`src/rtl/key_matrix_scan.sv`:
```
// Matrix keypad scanner. Debounces press and release and scans the rows to
// locate the key. Reports single presses, releases, multi-key presses and
// auto-repeats as one-cycle registered pulses.
module key_matrix_scan #(
  parameter int unsigned ROW_NUM    = 4,
  parameter int unsigned COL_NUM    = 4,
  parameter int unsigned CODE_W     = 4,
  parameter int unsigned DEB_CYC    = 1000000,
  parameter int unsigned ROW_SETTLE = 16,
  parameter int unsigned REPEAT_EN  = 1,
  parameter int unsigned REPEAT_DLY = 25000000,
  parameter int unsigned REPEAT_PER = 5000000
) (
  input  logic               clk,
  input  logic               rst,
  input  logic [COL_NUM-1:0] key_col,
  output logic [ROW_NUM-1:0] key_row,
  output logic [CODE_W-1:0]  key_code,
  output logic               key_vld,
  output logic               key_rpt,
  output logic               key_rel,
  output logic               key_multi
);

  localparam int unsigned DEB_W   = $clog2(DEB_CYC + 1);
  localparam int unsigned SET_W   = (ROW_SETTLE > 0) ? $clog2(ROW_SETTLE + 1) : 1;
  localparam int unsigned ROW_W   = $clog2(ROW_NUM);
  localparam int unsigned COL_W   = $clog2(COL_NUM);
  localparam int unsigned RPT_MAX = (REPEAT_DLY > REPEAT_PER) ? REPEAT_DLY : REPEAT_PER;
  localparam int unsigned RPT_W   = $clog2(RPT_MAX + 1);

  localparam logic [DEB_W-1:0] DEB_LAST  = DEB_W'(DEB_CYC - 1);
  localparam logic [SET_W-1:0] SET_LAST  = SET_W'(ROW_SETTLE);
  localparam logic [ROW_W-1:0] ROW_LAST  = ROW_W'(ROW_NUM - 1);
  localparam logic [RPT_W-1:0] RPT_FIRST = RPT_W'(REPEAT_DLY - 1);
  localparam logic [RPT_W-1:0] RPT_NEXT  = RPT_W'(REPEAT_PER - 1);

  typedef enum logic [1:0] {
    IDLE,
    SCAN,
    EVAL,
    HOLD
  } state_t;

  state_t             r_state;
  state_t             w_state_nxt;

  logic [COL_NUM-1:0] r_col_m;
  logic [COL_NUM-1:0] r_col_s;

  logic [DEB_W-1:0]   r_deb_cnt,   w_deb_cnt_nxt;
  logic [DEB_W-1:0]   r_rel_cnt,   w_rel_cnt_nxt;
  logic [SET_W-1:0]   r_set_cnt,   w_set_cnt_nxt;
  logic [ROW_W-1:0]   r_row_idx,   w_row_idx_nxt;
  logic [1:0]         r_hits,      w_hits_nxt;
  logic [CODE_W-1:0]  r_cand,      w_cand_nxt;
  logic               r_reported,  w_reported_nxt;
  logic [RPT_W-1:0]   r_rpt_cnt,   w_rpt_cnt_nxt;
  logic               r_rpt_first, w_rpt_first_nxt;

  logic [ROW_NUM-1:0] r_key_row,   w_key_row_nxt;
  logic [CODE_W-1:0]  r_key_code,  w_key_code_nxt;
  logic               r_key_vld,   w_key_vld_nxt;
  logic               r_key_rpt,   w_key_rpt_nxt;
  logic               r_key_rel,   w_key_rel_nxt;
  logic               r_key_multi, w_key_multi_nxt;

  logic               w_col_idle;
  logic [3:0]         w_zero_cnt;
  logic [COL_W-1:0]   w_first_col;
  logic [CODE_W-1:0]  w_hit_code;
  logic [3:0]         w_hits_sum;
  logic [1:0]         w_hits_sat;
  logic               w_rel_done;
  logic               w_rpt_hit;

  assign key_row   = r_key_row;
  assign key_code  = r_key_code;
  assign key_vld   = r_key_vld;
  assign key_rpt   = r_key_rpt;
  assign key_rel   = r_key_rel;
  assign key_multi = r_key_multi;

  // Two-flop synchroniser for the asynchronous column lines (idle = all ones).
  always_ff @(posedge clk or posedge rst) begin
    if (rst) begin
      r_col_m <= '1;
      r_col_s <= '1;
    end else begin
      r_col_m <= key_col;
      r_col_s <= r_col_m;
    end
  end

  // Count pressed columns in the current sample and find the lowest one.
  always_comb begin
    w_zero_cnt  = '0;
    w_first_col = '0;
    for (int unsigned c = COL_NUM; c > 0; c--) begin
      if (!r_col_s[COL_W'(c - 1)]) begin
        w_zero_cnt  = w_zero_cnt + 4'd1;
        w_first_col = COL_W'(c - 1);
      end
    end
  end

  // Derived sample terms: key code of the first hit, saturating hit total.
  always_comb begin
    w_col_idle = &r_col_s;
    w_hit_code = CODE_W'(32'(r_row_idx) * COL_NUM + 32'(w_first_col));
    w_hits_sum = 4'(r_hits) + w_zero_cnt;
    w_hits_sat = (w_hits_sum >= 4'd2) ? 2'd2 : w_hits_sum[1:0];
  end

  // FSM state register.
  always_ff @(posedge clk or posedge rst) begin
    if (rst) begin
      r_state <= IDLE;
    end else begin
      r_state <= w_state_nxt;
    end
  end

  // Next-state, counter and output-pulse logic.
  always_comb begin
    w_state_nxt     = r_state;
    w_deb_cnt_nxt   = r_deb_cnt;
    w_rel_cnt_nxt   = r_rel_cnt;
    w_set_cnt_nxt   = r_set_cnt;
    w_row_idx_nxt   = r_row_idx;
    w_hits_nxt      = r_hits;
    w_cand_nxt      = r_cand;
    w_reported_nxt  = r_reported;
    w_rpt_cnt_nxt   = r_rpt_cnt;
    w_rpt_first_nxt = r_rpt_first;
    w_key_code_nxt  = r_key_code;
    w_key_vld_nxt   = 1'b0;
    w_key_rpt_nxt   = 1'b0;
    w_key_rel_nxt   = 1'b0;
    w_key_multi_nxt = 1'b0;
    w_rel_done      = 1'b0;
    w_rpt_hit       = 1'b0;

    case (r_state)
      IDLE: begin
        if (w_col_idle) begin
          w_deb_cnt_nxt = '0;
        end else if (r_deb_cnt == DEB_LAST) begin
          w_deb_cnt_nxt = '0;
          w_set_cnt_nxt = '0;
          w_row_idx_nxt = '0;
          w_hits_nxt    = '0;
          w_state_nxt   = SCAN;
        end else begin
          w_deb_cnt_nxt = r_deb_cnt + 1'b1;
        end
      end

      SCAN: begin
        if (r_set_cnt == SET_LAST) begin
          if (r_hits == 2'd0 && w_zero_cnt != 4'd0) begin
            w_cand_nxt = w_hit_code;
          end
          w_hits_nxt    = w_hits_sat;
          w_set_cnt_nxt = '0;
          if (r_row_idx == ROW_LAST) begin
            w_state_nxt = EVAL;
          end else begin
            w_row_idx_nxt = r_row_idx + 1'b1;
          end
        end else begin
          w_set_cnt_nxt = r_set_cnt + 1'b1;
        end
      end

      EVAL: begin
        w_rel_cnt_nxt   = '0;
        w_rpt_cnt_nxt   = '0;
        w_rpt_first_nxt = 1'b1;
        if (r_hits == 2'd1) begin
          w_key_code_nxt = r_cand;
          w_key_vld_nxt  = 1'b1;
          w_reported_nxt = 1'b1;
          w_state_nxt    = HOLD;
        end else if (r_hits != 2'd0) begin
          w_key_multi_nxt = 1'b1;
          w_reported_nxt  = 1'b0;
          w_state_nxt     = HOLD;
        end else begin
          w_state_nxt = IDLE;
        end
      end

      HOLD: begin
        if (!w_col_idle) begin
          w_rel_cnt_nxt = '0;
        end else if (r_rel_cnt == DEB_LAST) begin
          w_rel_cnt_nxt = '0;
          w_rel_done    = 1'b1;
          w_key_rel_nxt = r_reported;
          w_state_nxt   = IDLE;
        end else begin
          w_rel_cnt_nxt = r_rel_cnt + 1'b1;
        end

        // Repeat timer runs independently of release bounces; a repeat that
        // lands on the release-complete cycle is dropped.
        if (REPEAT_EN != 0 && r_reported) begin
          w_rpt_hit = (r_rpt_cnt == (r_rpt_first ? RPT_FIRST : RPT_NEXT));
          if (w_rpt_hit) begin
            w_rpt_cnt_nxt   = '0;
            w_rpt_first_nxt = 1'b0;
            if (!w_rel_done) begin
              w_key_vld_nxt = 1'b1;
              w_key_rpt_nxt = 1'b1;
            end
          end else begin
            w_rpt_cnt_nxt = r_rpt_cnt + 1'b1;
          end
        end
      end

      default: w_state_nxt = IDLE;
    endcase

    w_key_row_nxt = (w_state_nxt == SCAN) ? ~(ROW_NUM'(1) << w_row_idx_nxt) : '0;
  end

  // Datapath and output registers.
  always_ff @(posedge clk or posedge rst) begin
    if (rst) begin
      r_deb_cnt   <= '0;
      r_rel_cnt   <= '0;
      r_set_cnt   <= '0;
      r_row_idx   <= '0;
      r_hits      <= '0;
      r_cand      <= '0;
      r_reported  <= 1'b0;
      r_rpt_cnt   <= '0;
      r_rpt_first <= 1'b1;
      r_key_row   <= '0;
      r_key_code  <= '0;
      r_key_vld   <= 1'b0;
      r_key_rpt   <= 1'b0;
      r_key_rel   <= 1'b0;
      r_key_multi <= 1'b0;
    end else begin
      r_deb_cnt   <= w_deb_cnt_nxt;
      r_rel_cnt   <= w_rel_cnt_nxt;
      r_set_cnt   <= w_set_cnt_nxt;
      r_row_idx   <= w_row_idx_nxt;
      r_hits      <= w_hits_nxt;
      r_cand      <= w_cand_nxt;
      r_reported  <= w_reported_nxt;
      r_rpt_cnt   <= w_rpt_cnt_nxt;
      r_rpt_first <= w_rpt_first_nxt;
      r_key_row   <= w_key_row_nxt;
      r_key_code  <= w_key_code_nxt;
      r_key_vld   <= w_key_vld_nxt;
      r_key_rpt   <= w_key_rpt_nxt;
      r_key_rel   <= w_key_rel_nxt;
      r_key_multi <= w_key_multi_nxt;
    end
  end

endmodule

```
`config.mk`:
```
export PLATFORM = sky130hd
export DESIGN_NAME = key_matrix_scan
export DESIGN_NICKNAME = d
export VERILOG_FILES = /design/src/rtl/key_matrix_scan.sv
export SDC_FILE = /design/constraint.sdc
export NUM_CORES = 1
export LEC_CHECK = 0
export CAP_MARGIN = 10
export CELL_PAD_IN_SITES_DETAIL_PLACEMENT = 0
export CELL_PAD_IN_SITES_GLOBAL_PLACEMENT = 1
export CORE_ASPECT_RATIO = 1.25
export CORE_MARGIN = 1
export CORE_UTILIZATION = 34
export CTS_CLUSTER_DIAMETER = 200
export DETAILED_ROUTE_END_ITERATION = 10
export GPL_ROUTABILITY_DRIVEN = 0
export GPL_TIMING_DRIVEN = 0
export PLACE_DENSITY = 0.71
export SKIP_LAST_GASP = 1
export SLEW_MARGIN = 10
export SYNTH_ARGS = -nofsm -noshare
export SYNTH_HDL_FRONTEND = slang
export SYNTH_SLANG_ARGS = --single-unit
```
`constraint.sdc`:
```
create_clock -name clk -period 7.36 [get_ports clk]
set_clock_uncertainty 0.1 [all_clocks]
set_input_delay 0.736 -clock clk [delete_from_list [all_inputs] [get_ports clk]]
set_output_delay 0.736 -clock clk [all_outputs]
set_load 0.02 [all_outputs]
```
Word level (Yosys, flattened, before mapping)
Cells that the tools add are included.

word-level totals
  register bits after elaboration = 102
  bits in latches = 0
  RAM bits = 0
  ROM bits = 0
  input bits = 6
  logic and storage cells = 123
  memories = 0

cells by class
  add/sub/neg operators = 10
  $mul = 0
  div/mod/pow operators = 0
  order comparisons = 1
  eq/ne operators = 15
  shift-type cells = 1
  mux-type cells = 61
  bitwise gates (word level) = 1
  reductions and logical operators = 16

operator list
  cell                     number
  $mux W20                 4
  $mux W25                 3
  $pmux W25 S2             1
  $add A20 B1 Y20 const B  2
  $eq A20 B20 Y1 const B   2
  $mux W2                  20
  $pmux W20 S2             1
  $add A25 B1 Y25 const B  1
  $eq A25 B25 Y1           1
  $mux W1                  19
  $mux W4                  4
  $mux W5                  3
  $add A4 B1 Y4 const B    3
  $ne A2 B2 Y1 const B     5
  $pmux W5 S2              1
  $reduce_and A3 Y1        3
  $pmux W2 S2              2
  $pmux W2 S4              1
  $reduce_and A4 Y1        2
  $reduce_bool A2 Y1       4
  $eq A2 B1 Y1 const B     3
  $eq A2 B2 Y1 const B     3
  $reduce_and A2 Y1        3
  $add A5 B1 Y5 const B    1
  11 further kinds         13

Depth between registers and ports, before layout
Gate-level depths: netlist (run 1).

  word-level depth = 12
  mapped depth = 11

Worst setup path before layout (run 1)
No wires, ideal clock.

  path type = reg-to-reg
  start = register r_col_s[2]
  end = register r_hits[1]
  setup time = 122 ps
  data arrival time = 2,487 ps
  required time = 7,138 ps
  path slack = 4,652 ps
  cell stages (with the launch flop) = 9
  path buffers = 0
  period minus slack after synthesis = 2,708 ps
  cell sequence = dfstp_2 inv_1 ha_1 xnor2_1 ha_1 mux2_2 fa_1 o21bai_1 a32o_1

on the way
  cells in the longest elaborated chain, start to end = 10
  elaborated cells on any way between the ends = 13
  classes of those cells = add/sub: 3; order compare: 1; eq/ne: 1; mux: 6; reduce/logical: 2

ends and longest elaborated chain
  item                    line  source
  start, declared         49    logic [COL_NUM-1:0] r_col_s;
  start signal, assigned  91    r_col_s <= r_col_m;
  $mux W4                 100   if (!r_col_s[COL_W'(c - 1)]) begin
  $add A4 B1 Y4           101   w_zero_cnt = w_zero_cnt + 4'd1;
  $mux W4                 100
  $add A4 B1 Y4           101
  $mux W4                 100
  $add A2 B4 Y4           111   w_hits_sum = 4'(r_hits) + w_zero_cnt;
  $ge A4 B2 Y1            112   w_hits_sat = (w_hits_sum >= 4'd2) ? 2'd2 : w_hits_sum[1:0];
  $mux W2                 112
  $mux W2                 160   if (r_set_cnt == SET_LAST) begin
  $pmux W2 S2             144   case (r_state)
  end signal, assigned    252   r_hits <= w_hits_nxt;
  end, declared           55    logic [1:0] r_hits, w_hits_nxt;

Parallel ways exist; a longest one is shown, timed or not. The select of a mux whose other input is x is not followed.
A chain may end at the register's enable or synchronous reset.

Worst setup path after layout (run 1)
Ends and elaborated chain as after synthesis.

==> results.cfg, run 1 <==
[worst_setup_path]
rr_worst_depth = 10
required_ns = 7.50
end_kind = flop
cp_data_arrival_time_ns = 2.99
cpMostUsedCell = ha_1
crit_path_max_incr_delay_ns = 0.56
reg2reg_to = r_hits[1]
crit_chain = inv_1 > ha_1 > xnor2_1 > ha_1 > mux2_2 > ha_1 > a21oi_1 > and3_1 > o21bai_1 > a32o_1
r2r_slack_ns = 4.51
critPathKind = reg -> reg
critical-path-slowest-cell = dfstp_2
r2r_start = r_col_s[2]
start_kind = flop
crit_fanout = 4

[timing]
fmax_mhz = 350
rsz0062_at_grt = false
period_share_pct = 38.8
period_needed_ns = 2.85
hold_viol_final = 0
setup_viol = 0
slew_viol_final = 0
worst_pin_slew_ns = 1.15
fin_setup_tns_ns = 0
relSlewSlack_pct = 22.7

[placement]
dp.cells = 763
hpwl_um = 7940
placed_area_um2 = 5770
portBuffers = 17

[synthesis]
synth_warnings = 0
synthCells = 537
syn_area_per_cell_um2 = 9.89
ys.flop_type = dfrtp_1
post-synth-top-count-cell = dfrtp_1
ys_seq_area_share_pct = 48.3
async_flop_share_pct = 100
synth_top_area_share_pct = 43.8
syn_area_um2 = 5310
syn_nets = 556
synth_edf_count = 0
yosys.area.top_type = dfrtp_1
synth_seq_cells = 102
ys_types = 56
synth_area_leaders = dfrtp_1, dfstp_2, nor2_1
ys_top_cells_by_count = dfrtp_1, nor2_1, nand2_1, nand3_1

[drt]
ant_nets = 0
wl_per_cell_um = 14.8
wirelength_um = 11500
vias = 4097
drt-pass1-iter-count = 4
via_per_inst = 5.26
drc = 0
drt_iter0_drc = 311

[layout]
fin_cells = 779
final_area_um2 = 6060
area_growth_pct = 14.2
antennaDiodeCount = 0
drive_gt1_share_pct = 8.58
layout.nets = 585

[clocking]
cts_made_buffers = 9
clock_latency_ns = 0.36
ctsResizeCount = 0
cts_buffer_depth = 2
cts_sinks = 102
cts_setup_buffers = 0
ctsHoldBuffers = 0
path_clk_slew_ns = 0.06
cts_tree = yes
htreeDepth = 3
root_buffer = clkbuf_16

[global_route]
antenna_found_initial = 0
grt_pass1_vias = 4009
grt_pass1_wl_um = 19700
track_usage_pct = 15.4
grt_max_degree = 84
overflow = 0

[floorplan]
die_x_um = 114
core_um2 = 15100
die_h_um = 142
io_pins = 18
initial_core_util_pct = 35.1
rows = 50
fp.dieArea_um2 = 16100

[worst_hold_path]
hold_start = r_col_m[2]
worstHoldPathType = reg -> reg
whs_path_depth = 0
holdPathEnd = r_col_s[2]

[pwr]
power.density_nw_per_um2 = 190
p_leak_nw = 2.62
ir_drop_mv = 0.123

[status]
status = completed

[job]
cap_violations = 0
[worst max-delay path: cells and delay by family (launching register included)]
kind	cells	cell delay [ns]
and+or+nand+nor	1	0.16
buffers and inverters	1	0.05
DFF	1	0.56
AOI/OAI and AO/OA	3	0.47
muxes	1	0.30
xor gates and xnor gates	1	0.23
adders and majority gates	3	0.87
[through the flow]
step	power, mW	util (%)	setup slack [ns]	hold slack [ns]
4_1_cts	1.17	40.0	4.49	0.256
5_1_grt	1.20	40.0	4.34	0.258
3_5_place_dp	0.695	38.1	4.52	0.247
6_report	1.15	40.0	4.51	0.255
3_3_place_gp	0.690	37.9	2.27	0.246
2_1_floorplan	0.671	-	3.86	0.245
[layout make-up]
cell class | instances | area (um2)
sequential | 102 | 2560
multi-input combinational | 401 | 2610
buffer | 20 | 87.6
inverter | 14 | 57.6
timing repair buffer | 18 | 198
clock inverter | 4 | 48.8
fill | 1503 | 9080
tap | 208 | 260
clock buffer | 12 | 236
[routing by layer]
layer,vias to the layer above,part of all wire (%),track usage (%)
met5,-,0,0
met4,0,1.9,7.13
met3,12,1.9,2.05
met2,45,48,25.3
met1,2024,48,20.0
li1,2016,-,-
[kinds of logic after synthesis]
logic type / after synthesis / synth area share [%]
AND/OR/NAND/NOR: 235 / 23.9
AO/OA/AOI/OAI: 103 / 13.2
flip-flops: 102 / 48.3
XOR/XNOR: 35 / 5.77
buffers and inverters: 34 / 2.64
multiplexers: 15 / 3.04
adder cells (fa/ha/maj): 13 / 3.21
[state kept, by name, indices dropped and copies added (netlist names), 2 cells and up]
signal,count
r_col_m,4
r_rpt_cnt,25
r_set_cnt,5
r_state,2
key_row,4
r_hits,2
r_deb_cnt,20
key_code,4
r_cand,4
r_rel_cnt,20
r_row_idx,2
r_col_s,4
[worst max path at each step]
stage	from	to	slack, ns	cells after the start
floorplan	rst	key_code[0]	3.86	1
global placement	rst	r_deb_cnt[7]	2.27	2
detailed placement	r_col_s[2]	r_hits[1]	4.52	10
CTS	r_col_s[2]	r_hits[1]	4.49	10
global route	r_col_s[2]	r_hits[1]	4.34	9
finish	r_col_s[2]	r_hits[1]	4.51	10
[layout by cell type, fill, tap and decap left out, types with 12 or more instances in the layout]
| cell type | n |
|---|---|
| nand2_1 | 41 |
| dfrtp_1 | 93 |
| nand4_1 | 20 |
| ha_1 | 12 |
| a31oi_1 | 24 |
| xnor2_1 | 19 |
| and3_1 | 16 |
| nand3_1 | 36 |
| nor2_1 | 51 |
| a22o_1 | 15 |
| inv_1 | 12 |
| o21ai_0 | 17 |
| clkbuf_1 | 18 |
| xor2_1 | 16 |
| clkdlybuf4s50_1 | 17 |
| a21oi_1 | 24 |
[power by group]
part / internal (mW) / switching, mW / total (mW)
combinational: 0.0360 / 0.0468 / 0.0828
sequential: 0.582 / 0.0188 / 0.600
clock: 0.264 / 0.207 / 0.470
(Power assumes the default switching activity.)
==> run 2, diff against run 1 <==
- clock period: 7.36 -> 2.9 ns (I/O delays scaled with it)
==> run 2 against run 1 <==
  * Non-clock buffer count rose by 2
  * Maximum frequency is 1.5% higher
  * Clock power rose to 2.7 times the previous value
  * First-iteration DRC count grew 13%
  * Sequential share of layout area decreased by 0.51 points
  * Combinational power grew to 2.6 times the previous value
  * Highest routed layer unchanged
==> results.cfg, run 2 (synthesis results as in run 1) <==
[global_route]
met3_usage_pct = 2.86
grt_pass1_vias = 3932
grt-busiest-layer = met2
grt_max_degree = 32
overflow = 0
grt_pass1_wl_um = 19800
track_usage_pct = 15.6
grtUsageMet1_pct = 20.2
antenna_found_initial = 0
grtUsageMet2_pct = 25.5

[clocking]
cts_sinks = 102
clock_latency_ns = 0.36
path_clk_slew_ns = 0.07
cts_made_buffers = 9
ctsHoldBuffers = 0
htreeDepth = 3
root_buffer = clkbuf_16
cts_buffer_depth = 2
cts_tree = yes

[floorplan]
fp.dieArea_um2 = 16100
initial_core_util_pct = 35.1
io_pins = 18
die_x_um = 114
core_um2 = 15100
rows = 50
die_h_um = 142

[pwr]
ir_drop_mv = 0.339
sw_frac_of_total_pct = 24.1
p_leak_nw = 2.64
intPower_mw = 2.27
clockPowerShare_pct = 41.8
netSwitchingPower_mw = 0.719
comb_power_share_pct = 7.3
power.density_nw_per_um2 = 487
p_seq_share_pct = 50.9

[worst_setup_path]
crit_chain = inv_1 > ha_1 > xnor2_2 > ha_1 > mux2_2 > ha_1 > a21oi_1 > and3_1 > o21bai_1 > a32o_1
required_ns = 3.04
crit_family = adder cells
critical-path-slowest-cell = dfstp_2
start_kind = flop
crit_fanout = 4
critPathBufInv = 1
cp_data_arrival_time_ns = 2.95
cpMostUsedCell = ha_1
crit_path_max_incr_delay_ns = 0.56
end_kind = flop
critPathKind = reg -> reg

[layout]
regArea_um2 = 2560
drive_gt1_share_pct = 9.95
final_cell_mix = dfrtp_1, nor2_1, nand2_1
antennaDiodeCount = 0
layout.nets = 587
top_regs = r_rpt_cnt x25, r_deb_cnt x20, r_rel_cnt x20
area_growth_pct = 15.6
final_common_cell = dfrtp_1
multi_input_area_um2 = 2630
largest-register = r_rpt_cnt
nFillCells = 1520
largest_reg_flops = 25

[timing]
setup_ws_ns = 0.0888
slew_viol_final = 0
rsz0062_at_grt = true
worst_pin_slew_ns = 1.15
period_share_pct = 96.9
hold_viol_final = 0
relSlewSlack_pct = 22.8
hold-worst-slack_ns = 0.230
period_needed_ns = 2.81
fmax_mhz = 356
setup_viol = 0

[drt]
drc = 0
drt_iter0_drc = 350
drt-pass1-iter-count = 5
ant_nets = 0
wl_per_cell_um = 14.9
wirelength_um = 11600
via_per_inst = 5.26
vias = 4107

[placement]
hpwl_um = 8070
portBuffers = 17
preCtsSetupSlack_ns = 0.0515

[status]
status = completed

[job]
cap_violations = 0

[worst_hold_path]
worstHoldPathType = in -> async
## run 2: cell types whose count changed in the layout (fill, tap and decap cells not counted), sizes merged
cell and delta:
inv +1, clkbuf -2, clkinvlp +3, buf +2, clkinv -2
## run 2: stage by stage
step | std cells | instance area (um2) | util, % | setup TNS [ns] | total power [mW]
2_1_floorplan | 537 | 5310 | - | 0 | 1.70
3_3_place_gp | 762 | 5740 | 37.9 | 0 | 1.75
3_5_place_dp | 765 | 5810 | 38.4 | 0 | 1.77
4_1_cts | 781 | 6120 | 40.4 | 0 | 3.02
5_1_grt | 781 | 6140 | 40.5 | -0.0378 | 3.12
6_report | 781 | 6140 | 40.5 | 0 | 2.99
## run 2: final cells by class
type	count	share of cell area, %
Buffer	20	1.43
Timing Repair Buffer	20	3.87
Tap cell	208	4.24
Multi-Input combinational cell	401	42.8
Sequential cell	102	41.8
Clock buffer	10	3.89
Inverter	14	0.917
Clock inverter	6	1.10
## run 2: power by group through the flow
stage / Sequential (mW) / Clock, mW / Combinational [mW]
floorplan: 1.54 / 0 / 0.164
global placement: 1.55 / 0 / 0.203
detailed placement: 1.55 / 0 / 0.218
CTS: 1.52 / 1.28 / 0.221
global route: 1.53 / 1.34 / 0.248
finish: 1.52 / 1.25 / 0.219
## run 2: timing repair
| item | CTS | global route |
|---|---|---|
| setup buffers | 0 | 0 |
| endpoints found under the setup margin | 0 | 3 |
| resized for setup | 0 | 3 |
## run 2: layer usage
metal  share of wire [%]  wire length (um)
met5                   0                 0
met4                 1.8               212
met3                 2.7               310
met2                  49              5690
met1                  47              5400
## run 2: path summary, 6_finish.rpt
check                                      to  depth (start not counted)  startpoint  slack, ns
worst max-delay path                r_hits[1]                         10  r_col_s[2]       0.09
worst min-delay path            r_rpt_cnt[14]                          2         rst       0.23
worst max register to register      r_hits[1]                         10  r_col_s[2]       0.09
worst min register to register     r_col_s[0]                          0  r_col_m[0]       0.26
max in group asynchronous          r_col_m[0]                          5         rst       1.45
min in group clk                   r_col_m[1]                          1  key_col[1]       0.24
==> run 3, diff against run 2 <==
- SETUP_SLACK_MARGIN: default -> 0.5
==> run 3 against run 2 <==
  * Maximum frequency increased by 7.4%
  * First-iteration DRC count decreased by 26%
  * Routed wire length increased by 5.3%
  * Count of clock-buffer cells in the layout increased by 3
  * Critical path depth decreased by 2
  * Clock power decreased by 3%
  * Die area unchanged
  * Largest power group unchanged
==> results.cfg, run 3 (synthesis results as in run 1) <==
[timing]
setup_ws_ns = 0.282
worst_pin_slew_ns = 0.765
period_needed_ns = 2.62
rsz0062_at_grt = true
hold_viol_final = 0
fmax_mhz = 382
relSlewSlack_pct = 48.9
setup_viol = 0
fin_setup_tns_ns = 0
slew_viol_final = 0
period_share_pct = 90.3

[floorplan]
die_x_um = 114
io_pins = 18
core_um2 = 15100
rows = 50
die_h_um = 142
initial_core_util_pct = 35.1
fp.dieArea_um2 = 16100

[pwr]
intPower_mw = 2.25
sw_frac_of_total_pct = 24.5
p_seq_share_pct = 51.3
netSwitchingPower_mw = 0.729
clockPowerShare_pct = 40.6
p_leak_nw = 2.77
ir_drop_mv = 0.347
power.density_nw_per_um2 = 465
comb_power_share_pct = 8.1

[clocking]
htreeDepth = 3
cts_buffer_depth = 2
cts_tree = yes
root_buffer = clkbuf_16
cts_sinks = 102
ctsHoldBuffers = 0
path_clk_slew_ns = 0.07
clock_latency_ns = 0.36
cts_made_buffers = 9

[worst_setup_path]
cp_data_arrival_time_ns = 2.77
crit_fanout = 3
r2r_start = r_col_s[3]
r2r_slack_ns = 0.28
cp-endpoint = r_hits[1]
critPathKind = reg -> reg
rr_worst_depth = 8
reg2reg_to = r_hits[1]
crit_path_start = r_col_s[3]
start_kind = flop
end_kind = flop
required_ns = 3.05

[drt]
drt_iter0_drc = 258
wirelength_um = 12200
drc = 0
wl_per_cell_um = 15.4
ant_nets = 0
via_per_inst = 5.25
vias = 4180
drt-pass1-iter-count = 4

[placement]
portBuffers = 17
hpwl_um = 8230
dp.cells = 764
preCtsSetupSlack_ns = 0.202

[layout]
post-route-util_pct = 42.2
largest_reg_flops = 25
nFillCells = 1509
antennaDiodeCount = 0
largest-register = r_rpt_cnt
drive_gt1_share_pct = 16.0
multi_input_area_um2 = 2780
fin_cells = 796
area_growth_pct = 20.4
regArea_um2 = 2560
final_cell_mix = dfrtp_1, nor2_1, nand2_1
final_common_cell = dfrtp_1
layout.nets = 602
top_regs = r_rpt_cnt x25, r_deb_cnt x20, r_rel_cnt x20

[global_route]
antenna_found_initial = 0
track_usage_pct = 15.9
grt_pass1_wl_um = 20200
overflow = 0
grt_max_degree = 39
grt_pass1_vias = 4120

[status]
status = completed

[worst_hold_path]
worstHoldPathType = in -> reg

[job]
cap_violations = 0
==> run 3: changes by cell type in the layout (fill, tap and decap cells not counted), sizes merged <==
cell | before | now
buf | 8 | 21
bufinv | 1 | 0
clkbuf | 25 | 30
clkinvlp | 3 | 2
inv | 14 | 13
==> run 3: power groups by stage <==
stage / Clock, mW / Combinational, mW / Sequential [mW]
after floorplan: 0 / 0.169 / 1.54
after global placement: 0 / 0.209 / 1.55
after detailed placement: 0 / 0.222 / 1.55
after CTS: 1.24 / 0.239 / 1.52
after global routing: 1.29 / 0.278 / 1.53
final: 1.21 / 0.242 / 1.52
==> run 3: cell type report <==
type	instances	share of cell area, %
Buffer	20	1.66
Clock inverter	3	0.391
Clock buffer	13	4.23
Sequential cell	102	40.1
Timing Repair Buffer	35	5.15
Tap cell	208	4.07
Inverter	14	0.881
Multi-Input combinational cell	401	43.5
==> run 3: worst min path at each step <==
stage,start,endpoint,slack (ns),cells after the start
after floorplan,key_col[0],r_col_m[0],0.19,0
after global placement,r_col_m[1],r_col_s[1],0.25,0
after detailed placement,r_col_m[2],r_col_s[2],0.25,0
after CTS,key_col[3],r_col_m[3],0.22,1
after global routing,key_col[3],r_col_m[3],0.23,1
final,key_col[3],r_col_m[3],0.23,1
==> run 3: worst max-delay path, cell delays in order, from the launching register on <==
cell	delay [ns]
dfstp_2	0.54
inv_2	0.05
ha_4	0.26
xnor2_4	0.17
ha_4	0.22
mux2_4	0.30
fa_2	0.44
o21bai_4	0.18
a32o_1	0.25
==> run 3: repair_timing <==
action	CTS	global route
gates cloned	0	2
setup buffers	5	9
pin swaps	8	10
endpoints found under the setup margin	50	64
resized for setup	14	24
==> run 3: stage by stage <==
step | hold slack, ns | total power, mW | instance area [um2]
after floorplan | 0.194 | 1.71 | 5340
after global placement | 0.246 | 1.76 | 5770
after detailed placement | 0.247 | 1.77 | 5810
after CTS | 0.224 | 3.00 | 6230
after global routing | 0.232 | 3.10 | 6390
final | 0.234 | 2.97 | 6390
==> run 3: metal layers <==
metal	track usage, %	vias to the layer above	routed length, um
met4	7.55	0	262
met1	19.7	2043	5610
li1	-	2053	-
met5	0	-	0
met3	3.16	17	357
met2	26.6	67	6010
